$ cat src/rtl/sort_pkg.sv
// Shared types for the bubble-sort engine: FSM state encoding and default widths.
// Kept separate so a future multi-lane sorter can reuse the same state names.
package sort_pkg;

  localparam int DEF_DATA_W = 8;
  localparam int DEF_ADDR_W = 4;
  localparam int STATE_W    = 4;

  typedef enum logic [STATE_W-1:0] {
    S_IDLE     = 4'd0,
    S_RD_A     = 4'd1,
    S_RD_B     = 4'd2,
    S_CMP      = 4'd3,
    S_WR_A     = 4'd4,
    S_WR_B     = 4'd5,
    S_PASS_END = 4'd6,
    S_DONE     = 4'd7
  } sort_state_t;

  function automatic logic is_rd_state(input sort_state_t s);
    return (s == S_RD_A) || (s == S_RD_B);
  endfunction

  function automatic logic is_wr_state(input sort_state_t s);
    return (s == S_WR_A) || (s == S_WR_B);
  endfunction

  // Second word of the current pair lives at base+j+1.
  function automatic logic is_hi_state(input sort_state_t s);
    return (s == S_RD_B) || (s == S_WR_B);
  endfunction

endpackage

$ cat src/rtl/sort_engine_if.sv
// Single-port memory request bus: the sorter is master, memory answers with a same-cycle rdy.
// A request (rd or wr) holds address/data until rdy is seen.
interface sort_engine_if #(
  parameter int ADDR_W = 4,
  parameter int DATA_W = 8
);

  logic [ADDR_W-1:0] mem_addr;
  logic [DATA_W-1:0] mem_wdata;
  logic              mem_rd;
  logic              mem_wr;
  logic [DATA_W-1:0] mem_rdata;
  logic              mem_rdy;

  modport master (
    output mem_addr, mem_wdata, mem_rd, mem_wr,
    input  mem_rdata, mem_rdy
  );

  modport slave (
    input  mem_addr, mem_wdata, mem_rd, mem_wr,
    output mem_rdata, mem_rdy
  );

endinterface

$ cat src/rtl/sort_cmp.sv
// Combinational swap decision for one pair, unsigned; equal words never swap.
// Zero latency, no handshake.
module sort_cmp #(
  parameter int DATA_W = 8
) (
  input  logic [DATA_W-1:0] a_i,
  input  logic [DATA_W-1:0] b_i,
  input  logic              descend_i,
  output logic              swap_o
);

  assign swap_o = descend_i ? (a_i < b_i) : (a_i > b_i);

endmodule

$ cat src/rtl/sort_engine.sv
// In-place bubble sort over a single-port memory with early exit on a swap-free pass.
// Each access waits on mem_rdy; outputs decode from registered state only.
module sort_engine
  import sort_pkg::*;
#(
  parameter int DATA_W = DEF_DATA_W,
  parameter int ADDR_W = DEF_ADDR_W,
  parameter int CNT_W  = 2 * ADDR_W
) (
  input  logic              clk,
  input  logic              rst_n,
  input  logic              start,
  input  logic              descend,
  input  logic [ADDR_W-1:0] base_addr,
  input  logic [ADDR_W:0]   len,
  sort_engine_if.master     mem,
  output logic              busy,
  output logic              done,
  output logic [CNT_W-1:0]  swap_count
);

  localparam logic [ADDR_W:0]   IDX_ONE  = (ADDR_W+1)'(1);
  localparam logic [ADDR_W:0]   IDX_TWO  = (ADDR_W+1)'(2);
  localparam logic [ADDR_W-1:0] ADDR_ONE = ADDR_W'(1);
  localparam logic [CNT_W-1:0]  CNT_ONE  = CNT_W'(1);
  localparam logic [CNT_W-1:0]  CNT_MAX  = '1;

  sort_state_t       state_q,   state_d;
  logic              desc_q,    desc_d;
  logic [ADDR_W-1:0] base_q,    base_d;
  logic [ADDR_W:0]   len_q,     len_d;
  logic [ADDR_W:0]   j_q,       j_d;
  logic [ADDR_W:0]   pass_q,    pass_d;
  logic              swapped_q, swapped_d;
  logic [DATA_W-1:0] a_q,       a_d;
  logic [DATA_W-1:0] b_q,       b_d;
  logic [CNT_W-1:0]  cnt_q,     cnt_d;

  logic              swap;
  logic              last_pair;
  logic [ADDR_W-1:0] addr_lo;
  logic [ADDR_W-1:0] addr_hi;

  sort_cmp #(.DATA_W(DATA_W)) u_cmp (
    .a_i      (a_q),
    .b_i      (b_q),
    .descend_i(desc_q),
    .swap_o   (swap)
  );

  // Pass p settles the word at index len-1-p, so its last pair ends there.
  assign last_pair = ((j_q + IDX_ONE) == (len_q - IDX_ONE - pass_q));
  assign addr_lo   = base_q + j_q[ADDR_W-1:0];
  assign addr_hi   = addr_lo + ADDR_ONE;

  always_ff @(posedge clk or negedge rst_n) begin
    if (!rst_n) begin
      state_q   <= S_IDLE;
      desc_q    <= 1'b0;
      base_q    <= '0;
      len_q     <= '0;
      j_q       <= '0;
      pass_q    <= '0;
      swapped_q <= 1'b0;
      a_q       <= '0;
      b_q       <= '0;
      cnt_q     <= '0;
    end else begin
      state_q   <= state_d;
      desc_q    <= desc_d;
      base_q    <= base_d;
      len_q     <= len_d;
      j_q       <= j_d;
      pass_q    <= pass_d;
      swapped_q <= swapped_d;
      a_q       <= a_d;
      b_q       <= b_d;
      cnt_q     <= cnt_d;
    end
  end

  always_comb begin
    state_d   = state_q;
    desc_d    = desc_q;
    base_d    = base_q;
    len_d     = len_q;
    j_d       = j_q;
    pass_d    = pass_q;
    swapped_d = swapped_q;
    a_d       = a_q;
    b_d       = b_q;
    cnt_d     = cnt_q;

    unique case (state_q)
      S_IDLE: begin
        if (start) begin
          desc_d    = descend;
          base_d    = base_addr;
          len_d     = len;
          cnt_d     = '0;
          j_d       = '0;
          pass_d    = '0;
          swapped_d = 1'b0;
          state_d   = (len <= IDX_ONE) ? S_DONE : S_RD_A;
        end
      end
      S_RD_A: begin
        if (mem.mem_rdy) begin
          a_d     = mem.mem_rdata;
          state_d = S_RD_B;
        end
      end
      S_RD_B: begin
        if (mem.mem_rdy) begin
          b_d     = mem.mem_rdata;
          state_d = S_CMP;
        end
      end
      S_CMP: begin
        if (swap) begin
          state_d = S_WR_A;
        end else if (last_pair) begin
          state_d = S_PASS_END;
        end else begin
          j_d     = j_q + IDX_ONE;
          state_d = S_RD_A;
        end
      end
      S_WR_A: begin
        if (mem.mem_rdy) state_d = S_WR_B;
      end
      S_WR_B: begin
        if (mem.mem_rdy) begin
          swapped_d = 1'b1;
          cnt_d     = (cnt_q == CNT_MAX) ? cnt_q : cnt_q + CNT_ONE;
          if (last_pair) begin
            state_d = S_PASS_END;
          end else begin
            j_d     = j_q + IDX_ONE;
            state_d = S_RD_A;
          end
        end
      end
      S_PASS_END: begin
        if (!swapped_q || (pass_q == len_q - IDX_TWO)) begin
          state_d = S_DONE;
        end else begin
          pass_d    = pass_q + IDX_ONE;
          j_d       = '0;
          swapped_d = 1'b0;
          state_d   = S_RD_A;
        end
      end
      S_DONE:  state_d = S_IDLE;
      default: state_d = S_IDLE;
    endcase
  end

  // Reset forces state_q to IDLE asynchronously, which drops any pending request.
  always_comb begin
    mem.mem_rd    = is_rd_state(state_q);
    mem.mem_wr    = is_wr_state(state_q);
    mem.mem_addr  = '0;
    mem.mem_wdata = '0;
    if (is_rd_state(state_q) || is_wr_state(state_q)) begin
      mem.mem_addr = is_hi_state(state_q) ? addr_hi : addr_lo;
    end
    if (state_q == S_WR_A) mem.mem_wdata = b_q;
    if (state_q == S_WR_B) mem.mem_wdata = a_q;
  end

  assign busy       = (state_q != S_IDLE) && (state_q != S_DONE);
  assign done       = (state_q == S_DONE);
  assign swap_count = cnt_q;

endmodule

$ cat src/flat_wrapper.sv
// flat-port wrapper written by rule: the top's interface ports become plain ports
module sort_engine_flat import sort_pkg::*;
#(
  parameter int DATA_W = DEF_DATA_W,
  parameter int ADDR_W = DEF_ADDR_W,
  parameter int CNT_W  = 2 * ADDR_W
)
  (clk, rst_n, start, descend, base_addr, len, busy, done, swap_count, mem_mem_addr, mem_mem_wdata, mem_mem_rd, mem_mem_wr, mem_mem_rdata, mem_mem_rdy);
  sort_engine_if #(.ADDR_W(ADDR_W), .DATA_W(DATA_W)) mem_i ();
  input  logic clk;
  input  logic rst_n;
  input  logic start;
  input  logic descend;
  input  logic [ADDR_W-1:0] base_addr;
  input  logic [ADDR_W:0] len;
  output logic busy;
  output logic done;
  output logic [CNT_W-1:0] swap_count;
  output wire logic [$bits(mem_i.mem_addr)-1:0] mem_mem_addr;
  output wire logic [$bits(mem_i.mem_wdata)-1:0] mem_mem_wdata;
  output wire logic [$bits(mem_i.mem_rd)-1:0] mem_mem_rd;
  output wire logic [$bits(mem_i.mem_wr)-1:0] mem_mem_wr;
  input wire logic [$bits(mem_i.mem_rdata)-1:0] mem_mem_rdata;
  input wire logic [$bits(mem_i.mem_rdy)-1:0] mem_mem_rdy;
  assign mem_mem_addr = mem_i.mem_addr;
  assign mem_mem_wdata = mem_i.mem_wdata;
  assign mem_mem_rd = mem_i.mem_rd;
  assign mem_mem_wr = mem_i.mem_wr;
  assign mem_i.mem_rdata = mem_mem_rdata;
  assign mem_i.mem_rdy = mem_mem_rdy;
  sort_engine #(.DATA_W(DATA_W), .ADDR_W(ADDR_W), .CNT_W(CNT_W)) u_core (.clk(clk), .rst_n(rst_n), .start(start), .descend(descend), .base_addr(base_addr), .len(len), .mem(mem_i), .busy(busy), .done(done), .swap_count(swap_count));
endmodule
$ cat config.mk
export PLATFORM = sky130hd
export DESIGN_NAME = sort_engine_flat
export DESIGN_NICKNAME = d
export VERILOG_FILES = /design/src/rtl/sort_pkg.sv /design/src/rtl/sort_engine_if.sv /design/src/rtl/sort_cmp.sv /design/src/rtl/sort_engine.sv /design/src/flat_wrapper.sv
export SDC_FILE = /design/constraint.sdc
export NUM_CORES = 1
export LEC_CHECK = 0
export ABC_AREA = 1
export CAP_MARGIN = 20
export CORE_UTILIZATION = 50
export DETAILED_ROUTE_END_ITERATION = 8
export PLACE_DENSITY = 0.74
export SLEW_MARGIN = 10
export SYNTH_ARGS = -nofsm -noshare
export SYNTH_HDL_FRONTEND = slang
export SYNTH_SLANG_ARGS = --single-unit
$ cat constraint.sdc
create_clock -name clk -period 2.9 [get_ports clk]
set_clock_uncertainty 0.05 [all_clocks]
set_input_delay 0.58 -clock clk [delete_from_list [all_inputs] [get_ports clk]]
set_output_delay 0.58 -clock clk [all_outputs]
set_load 0.005 [all_outputs]
Word level (Yosys, flattened, before mapping). Index checks and enable logic that the tools add are counted.

Output and inout bits: 24. Bits in registers: 49. Input bits: 22.

Reduce and logical (&&, ||, !) cells: 21. $lt $le $gt $ge: 3. Add/sub/neg operators: 8. Muxes and demuxes: 31. Equal/unequal tests: 19.

Operator list (number): $mux W8 (5); $mux W4 (8); $mux W5 (6); $pmux W4 S7 (1); $pmux W5 S4 (1); $eq A4 B3 Y1 const B (4); $ne A2 B2 Y1 const B (8); $pmux W8 S2 (1); $add A5 B1 Y5 const B (2); $eq A5 B5 Y1 (2); $pmux W5 S2 (1); $reduce_and A5 Y1 (2); $mux W3 (3); $add A8 B1 Y8 const B (1); $eq A4 B2 Y1 const B (2); $eq A8 B8 Y1 const B (1); $gt A8 B8 Y1 (1); $lt A8 B8 Y1 (1); $reduce_and A4 Y1 (2); $reduce_bool A4 Y1 (2); $reduce_and A2 Y1 (3); $le A5 B1 Y1 const B (1); $logic_or A1 B1 Y1 (5); $sub A5 B1 Y5 const B (1); other kinds (14) (18).

Logic depth before layout (Yosys ltp). Gate-level depths: netlist (run 1).

Word-level depth: 6. Gate-level depth with buffers: 17. Mapped depth without buffers: 17.

Modules after synthesis. Synthesis (run 1) repeated with hierarchy kept, for this count alone.

Cell total of the unflattened synthesis: 431. Area, all modules: 3241.9 µm².

By module, submodules not included: sort_engine (area an instance 3002.9 µm², sequential area each 1201.2 µm², instances 1, cells each 390); sort_cmp (area an instance 239.0 µm², sequential area each 0.0 µm², instances 1, cells each 41).

Worst setup path after synthesis (run 1). Ideal clock, no wire load.

Path kind: reg2reg. Start: register u_core.pass_q[0]. End: register u_core.j_q[0]. Arrival time: 2.199 ns. Path slack: 0.534 ns. Setup time: 0.117 ns. Period minus slack after synthesis: 2.366 ns. Cell stages (with the launch flop): 13. Path buffers: 1. Cells stage by stage: dfrtp_1 -> inv_1 -> ha_1 -> fa_1 -> or2_2 -> a21oi_2 -> nand3_1 -> nor2_2 -> nand2_2 -> or2_0 -> buf_6 -> nand3_1 -> nand2_1.

Longest elaborated chain between the ends: 5.

RTL lines: from (decl) (RTL line sort_engine.sv:33) `logic [ADDR_W:0] pass_q, pass_d;`; from (signal assigned) (RTL line sort_engine.sv:74) `pass_q <= pass_d;`; $sub A5 B5 Y5 (RTL line sort_engine.sv:52) `assign last_pair = ((j_q + IDX_ONE) == (len_q - IDX_ONE - pass_q));`; $eq A5 B5 Y1 (RTL line sort_engine.sv:52); $mux W5; $mux W5, on equally long branches; $pmux W5 S4; to (signal assigned) (RTL line sort_engine.sv:73) `j_q <= j_d;`; to (decl) (RTL line sort_engine.sv:32) `logic [ADDR_W:0] j_q, j_d;`.

Several ways; a longest one is shown, not always the timed one. The select of a mux whose other input is x is not followed. A chain may end at the register's enable or synchronous reset.

Worst setup path in the final report (run 1).
Start: register u_core.j_q[0]. End: output mem_mem_addr[2].

Longest elaborated chain between the ends: 4.

RTL lines: $add A4 B4 Y4 * (RTL line sort_engine.sv:53) `assign addr_lo = base_q + j_q[ADDR_W-1:0];`; $add A4 B1 Y4 (RTL line sort_engine.sv:54) `assign addr_hi = addr_lo + ADDR_ONE;`; $mux W4 * (RTL line sort_engine.sv:166) `mem.mem_addr = is_hi_state(state_q) ? addr_hi : addr_lo;`; $mux W4 * (RTL line sort_engine.sv:165) `if (is_rd_state(state_q) || is_wr_state(state_q)) begin`; to (decl) (RTL line flat_wrapper.sv:19) `output wire logic [$bits(mem_i.mem_addr)-1:0] mem_mem_addr;`.

Mark *: on every way between the ends. The rest lies on a longest branch, timed or not.

==> results of run 1 <==
cell type report:
type / count / share of cell area [%]
flip-flops and latches: 48 / 31.3
well taps: 75 / 2.44
clock buffers: 8 / 2.35
multi-input cells: 316 / 44.9
repair buffers: 53 / 13.1
inverters: 60 / 5.87
cell usage in the layout, fill, tap and decap left out, types with 3 or more instances in the layout:
master and count:
nand2_1 128, inv_1 57, dfrtp_1 46, clkdlybuf4s50_1 41, o21ai_0 37, nor2_1 33
nand3_1 30, ha_1 20, a21oi_1 15, xor2_1 10, buf_4 8, mux2_2 7
nand4_1 6, clkbuf_8 6, xnor2_1 4, nor3_1 3, nor2_2 3, or2_2 3
dlygate4sd2_1 3
cells by family after synthesis:
group           share of synthesized area [%]
fa+ha+maj                                9.10
simple gates                             29.0
xor+xnor                                 3.84
mux                                      2.47
flops                                    37.7
compound gates                           9.65
buf+inv                                  8.24
sequential cells by signal, indices dropped and copies added, names as in the netlist:
| signal | cells |
|---|---|
| u_core.a_q | 8 |
| u_core.b_q | 8 |
| u_core.base_q | 4 |
| u_core.desc_q | 1 |
| u_core.j_q | 5 |
| u_core.len_q | 5 |
| u_core.pass_q | 5 |
| u_core.state_q | 3 |
| u_core.swap_count | 8 |
| u_core.swapped_q | 1 |
metal layers:
layer	vias up	GRT usage, %	wire (um)
li1	1481	-	-
met1	1293	31.3	3380
met2	66	36.1	3250
met3	7	4.44	332
met4	0	6.67	68
met5	-	0	0
where the power goes:
| group | internal, uW | total (uW) | switching (uW) |
|---|---|---|---|
| clock | 195 | 418 | 223 |
| sequential | 901 | 1080 | 177 |
| combinational | 861 | 2030 | 1170 |
final timing paths:
kind | from | endpoint | slack [ns] | cells past startpoint
worst max-delay path | u_core.j_q[0]$_DFFE_PN0P_ | mem_mem_addr[2] | 0.12 | 9
worst min-delay path | rst_n | u_core.swapped_q$_DFFE_PN0P_ | 0.26 | 1
worst max register to register | u_core.pass_q[0]$_DFFE_PN0P_ | u_core.j_q[4]$_DFFE_PN0P_ | 0.25 | 11
worst min register to register | u_core.swapped_q$_DFFE_PN0P_ | u_core.swapped_q$_DFFE_PN0P_ | 0.43 | 2
max in group asynchronous | rst_n | u_core.j_q[1]$_DFFE_PN0P_ | 1.93 | 2
min in group clk | u_core.swapped_q$_DFFE_PN0P_ | u_core.swapped_q$_DFFE_PN0P_ | 0.43 | 2
worst reg2reg max path, stage by stage, from the launching register on:
cell	delay [ns]
dfrtp_1	0.39
inv_1	0.09
ha_1	0.23
fa_1	0.46
or2_2	0.30
a21oi_2	0.11
nand3_1	0.08
nor2_2	0.14
nand2_2	0.08
or2_0	0.38
nand3_1	0.18
nand2_1	0.07
metrics by stage:
step	power, uW	util, %	std cells
6_report	3530	63.7	560
5_1_grt	3910	63.7	560
4_1_cts	3530	63.4	558
3_5_place_dp	3120	62.0	550
3_3_place_gp	3050	62.0	550
2_1_floorplan	2500	-	431
timing repair:
item / CTS / global route
setup endpoints to repair: 3 / 3
gates resized for setup: 3 / 4
pin swaps: 1 / 1
buffers inserted: 0 / 2
==> flow_summary.toml, run 1 <==
[power_and_ir_drop]
power.ir.vdd_worst_mv = 0.501
powerDensity_mw_per_mm2 = 919
p_leak_uw = 0.00190

[detailed_routing]
drt_iter0_markers = 157
drtPass1Iterations = 4
num_vias = 2847
drcViolationCount = 0
wire_per_inst_um = 12.6
totalWireLength_mm = 7.03
postRouteAntennaNets = 0
viasPerCell = 5.08

[sta]
holdWs_ns = 0.255
tns_ns = 0
post-route-period-util_pct = 96.0
finalCriticalPeriod_ns = 2.78
rsz0062_at_grt = "true"
hold_viol = 0
setup_viol = 0
worst_pin_slew_ns = 0.665
relSlewSlack_pct = 55.7
worst_slack_ns = 0.116
slew_viol_final = 0
fmax_mhz = 359

[yosys]
synth_top_area_share_pct = 37.7
synthTopCellsByCount = "128 x nand2_1, 59 x inv_1, 48 x dfrtp_1"
ys_seq_area_share_pct = 37.7
ys.flop_type = "dfrtp_1"
synth_seq_cells = 48
synth.area.top_cells = "dfrtp_1 38%, nand2_1 15%, ha_1 7.8%"
synth_cells = 431
post-synth-top-count-cell = "nand2_1"
synthArstFlopShare_pct = 100
syn_area_mm2 = 0.00319
syn_area_per_cell_um2 = 7.40
synth_top_area_cell = "dfrtp_1"
synth_fp_nets = 475
synth.distinct_cells = 35
yosys_warnings = 0
synth_edf_count = 0

[final_layout]
num-fill-cells = 573
num-nets-final = 528
multi_input_area_mm2 = 0.00173
area_delta_synth_final_pct = 20.4
drive_gt1_share_pct = 8.04
n_antenna_cell = 0
design_area_mm2 = 0.00384
seqCellArea_mm2 = 0.00120

[global_route]
antenna_found_initial = 0
grt_max_degree = 31
grt_remaining_overflow = 0
grt_use_total_pct = 22.8
grt_first_pass_wirelength_mm = 11.6
first_global_vias = 2594

[clock_tree]
cts_tree = "done"
cts.sinks = 48
path_clk_slew_ns = 0.09
numCtsBuffers = 5
holdBufCountCts = 0
root_buffer = "clkbuf_8"
cts_htree_levels = 2
clk_path_buf_depth = 2
clk_latency_ns = 0.30

[placement]
gp_congestion = 0.931
hpwl_mm = 5.38
placement.setup.worst_slack_ns = 0.120
placed_cell_area_mm2 = 0.00374
port_buffers = 45

[setup_path]
worst-setup-path-type = "reg2out"
cp_top_family = "adder cells"
slowest_delay_ns = 0.55
endpoint_kind = "output port"
critPathMaxFanout = 2
crit_buf_inv = 3
worstPathRequired_ns = 2.27
critPathSlowestCell = "fa_1"
crit_chain = "ha_1, inv_2, fa_1, inv_2, ha_1, nand2_1, xnor2_1, nor2_1, dlygate4sd2_1"
start_kind = "flip-flop"
worstPathArrival_ns = 2.15

[floorplanning]
initial_core_util_pct = 52.9
num_rows = 28
die_area_mm2 = 0.00670
die_y_um = 81.9
core_mm2 = 0.00603
die_width_um = 81.9
io_pins = 46

[status]
outcome = "complete, no violations"

[job]
maxCapViolCount = 0

[worst_hold_path]
min-delay-path-class = "in2async"
Note: power is estimated with default switching activity, not from simulation.
==> inputs of run 2 (changes only) <==
--- a/config.mk
+++ b/config.mk
@@ -9,8 +9,8 @@
 export CAP_MARGIN = 20
 export CORE_UTILIZATION = 50
 export DETAILED_ROUTE_END_ITERATION = 8
+export GPL_TIMING_DRIVEN = 0
 export PLACE_DENSITY = 0.74
-export SLEW_MARGIN = 10
 export SYNTH_ARGS = -nofsm -noshare
 export SYNTH_HDL_FRONTEND = slang
 export SYNTH_SLANG_ARGS = --single-unit
==> run 2 against run 1 <==
  * Non-clock buffer count rose by 1
  * Register-to-register slack improved by 0.05 ns
  * Die area did not move
  * Routed wire length rose by 4.4%
  * Worst setup slack worse by 0.011 ns
  * Combinational power up 2%
==> flow_summary.toml, run 2 (synthesis gave the netlist of run 1 again) <==
[setup_path]
critPathMaxFanout = 2
crit_chain = "ha_1, inv_1, fa_2, nor3_2, o21ai_0, a21oi_1, dlygate4sd2_1"
worstPathRequired_ns = 2.27
worstPathArrival_ns = 2.17
critPathSlowestCell = "fa_2"
worst-setup-path-type = "reg2out"
endpoint_kind = "output port"
start_kind = "flip-flop"
slowest_delay_ns = 0.47

[final_layout]
n_antenna_cell = 0
final_cell_mix = "126 x nand2_1, 58 x inv_1, 46 x dfrtp_1"
num-fill-cells = 551
design_area_mm2 = 0.00386
num-nets-final = 529
final_common_cell = "nand2_1"
area_delta_synth_final_pct = 21.1
drive_gt1_share_pct = 9.05

[job]
maxCapViolCount = 0

[sta]
slew_viol_final = 0
post-route-period-util_pct = 96.4
finalCriticalPeriod_ns = 2.80
fmax_mhz = 358
setup_viol = 0
relSlewSlack_pct = 65.0
hold_viol = 0
holdWs_ns = 0.132
worst_pin_slew_ns = 0.523

[worst_hold_path]
min-delay-path-class = "in2async"

[detailed_routing]
wire_per_inst_um = 13.1
drtPass1Iterations = 4
totalWireLength_mm = 7.34
drt_iter0_markers = 138
postRouteAntennaNets = 0
drcViolationCount = 0
viasPerCell = 5.24
num_vias = 2939

[global_route]
met3_usage_pct = 4.33
grtUsageMet2_pct = 39.7
grt_remaining_overflow = 0
grt_use_total_pct = 23.4
grt_max_degree = 34
grt_util_met1_pct = 29.7
grt_first_pass_wirelength_mm = 12.0
top_usage_layer = "met2"
first_global_vias = 2751
antenna_found_initial = 0

[floorplanning]
core_mm2 = 0.00603
initial_core_util_pct = 52.9
die_width_um = 81.9
die_area_mm2 = 0.00670
num_rows = 28
die_y_um = 81.9
io_pins = 46

[power_and_ir_drop]
p_leak_uw = 0.00189
power.ir.vdd_worst_mv = 0.474
powerDensity_mw_per_mm2 = 926
p_total_uw = 3580

[clock_tree]
cts_tree = "done"
cts_htree_levels = 2
numCtsBuffers = 5
clk_path_buf_depth = 2
path_clk_slew_ns = 0.09
holdBufCountCts = 0
clk_latency_ns = 0.30
cts.sinks = 48
root_buffer = "clkbuf_8"

[placement]
gp_congestion = 0.882
placed_cell_area_mm2 = 0.00375
port_buffers = 45
hpwl_mm = 5.61

[status]
outcome = "complete, no violations"
-- run 2: cell types whose count changed in the layout (fill, tap and decap cells not counted), sizes merged --
cell and delta:
buf -2, clkbuf +2, clkdlybuf4s15 +1, clkinvlp +2, dlygate4sd2 -2
-- run 2: metal layers --
| metal | share of wire (%) | vias up | wire length (um) |
|---|---|---|---|
| met3 | 4.6 | 7 | 335 |
| met1 | 45 | 1393 | 3280 |
| met2 | 50 | 54 | 3650 |
| met4 | 0.93 | 0 | 68 |
| li1 | - | 1485 | - |
| met5 | 0 | - | 0 |
-- run 2: critical path, delay by kind of cell, from the launching register on --
family / cells / cell delay [ns]
DFF: 1 / 0.43
adders and majority gates: 2 / 0.66
buffers and inverters: 2 / 0.33
and+or+nand+nor: 1 / 0.23
AOI/OAI and AO/OA: 2 / 0.22
-- run 2: worst paths after layout --
check / from / end / slack, ns / depth (start not counted)
max: u_core.j_q[0]$_DFFE_PN0P_ / mem_mem_addr[3] / 0.10 / 7
min: rst_n / u_core.len_q[1]$_DFFE_PN0P_ / 0.13 / 1
max reg2reg: u_core.pass_q[0]$_DFFE_PN0P_ / u_core.j_q[1]$_DFFE_PN0P_ / 0.30 / 12
min reg2reg: u_core.swapped_q$_DFFE_PN0P_ / u_core.swapped_q$_DFFE_PN0P_ / 0.43 / 2
max in group asynchronous: rst_n / u_core.swap_count[5]$_DFFE_PN0P_ / 2.17 / 2
min in group clk: u_core.swapped_q$_DFFE_PN0P_ / u_core.swapped_q$_DFFE_PN0P_ / 0.43 / 2
-- run 2: what timing repair did --
action / 4_1_cts / 5_1_grt
endpoints found under the setup margin: 8 / 4
pin swaps: 1 / 1
gates resized for setup: 5 / 9
buffers inserted: 1 / 0
-- run 2: area by class of cell --
class,count,area [um^2],share of cell area [%]
flip-flops and latches,48,1200,31.2
clock inverters,2,15.0,0.389
clock buffers,6,82.6,2.14
multi-input cells,316,1740,45.0
inverters,60,225,5.83
plain buffers,7,38.8,1.00
well taps,75,93.8,2.43
repair buffers,47,467,12.1
-- run 2: per-stage QoR --
stage	setup slack, ns	utilization [%]	cells	TNS [ns]
3_5_place_dp	-0.0869	62.2	552	-0.182
5_1_grt	-0.000944	64.1	561	-0.000944
2_1_floorplan	0.534	-	431	0
3_3_place_gp	-0.275	62.0	551	-13.27
6_report	0.105	64.1	561	0
4_1_cts	0.0505	63.9	561	0
-- run 2: power by group --
part	switching [uW]	leakage, uW	total [uW]	internal [uW]
Sequential	164	0.000611	1060	900
Clock	238	0.0000434	432	194
Combinational	1220	0.00124	2080	861
Total	1620	0.00189	3580	1950
==> inputs of run 3 (changes only) <==
--- a/config.mk
+++ b/config.mk
@@ -11,6 +11,7 @@
 export DETAILED_ROUTE_END_ITERATION = 8
 export GPL_TIMING_DRIVEN = 0
 export PLACE_DENSITY = 0.74
+export SLEW_MARGIN = 10
 export SYNTH_ARGS = -nofsm -noshare
 export SYNTH_HDL_FRONTEND = slang
 export SYNTH_SLANG_ARGS = --single-unit
==> results of run 3 <==
Final layout, timing and power as in run 2 (identical DEF).
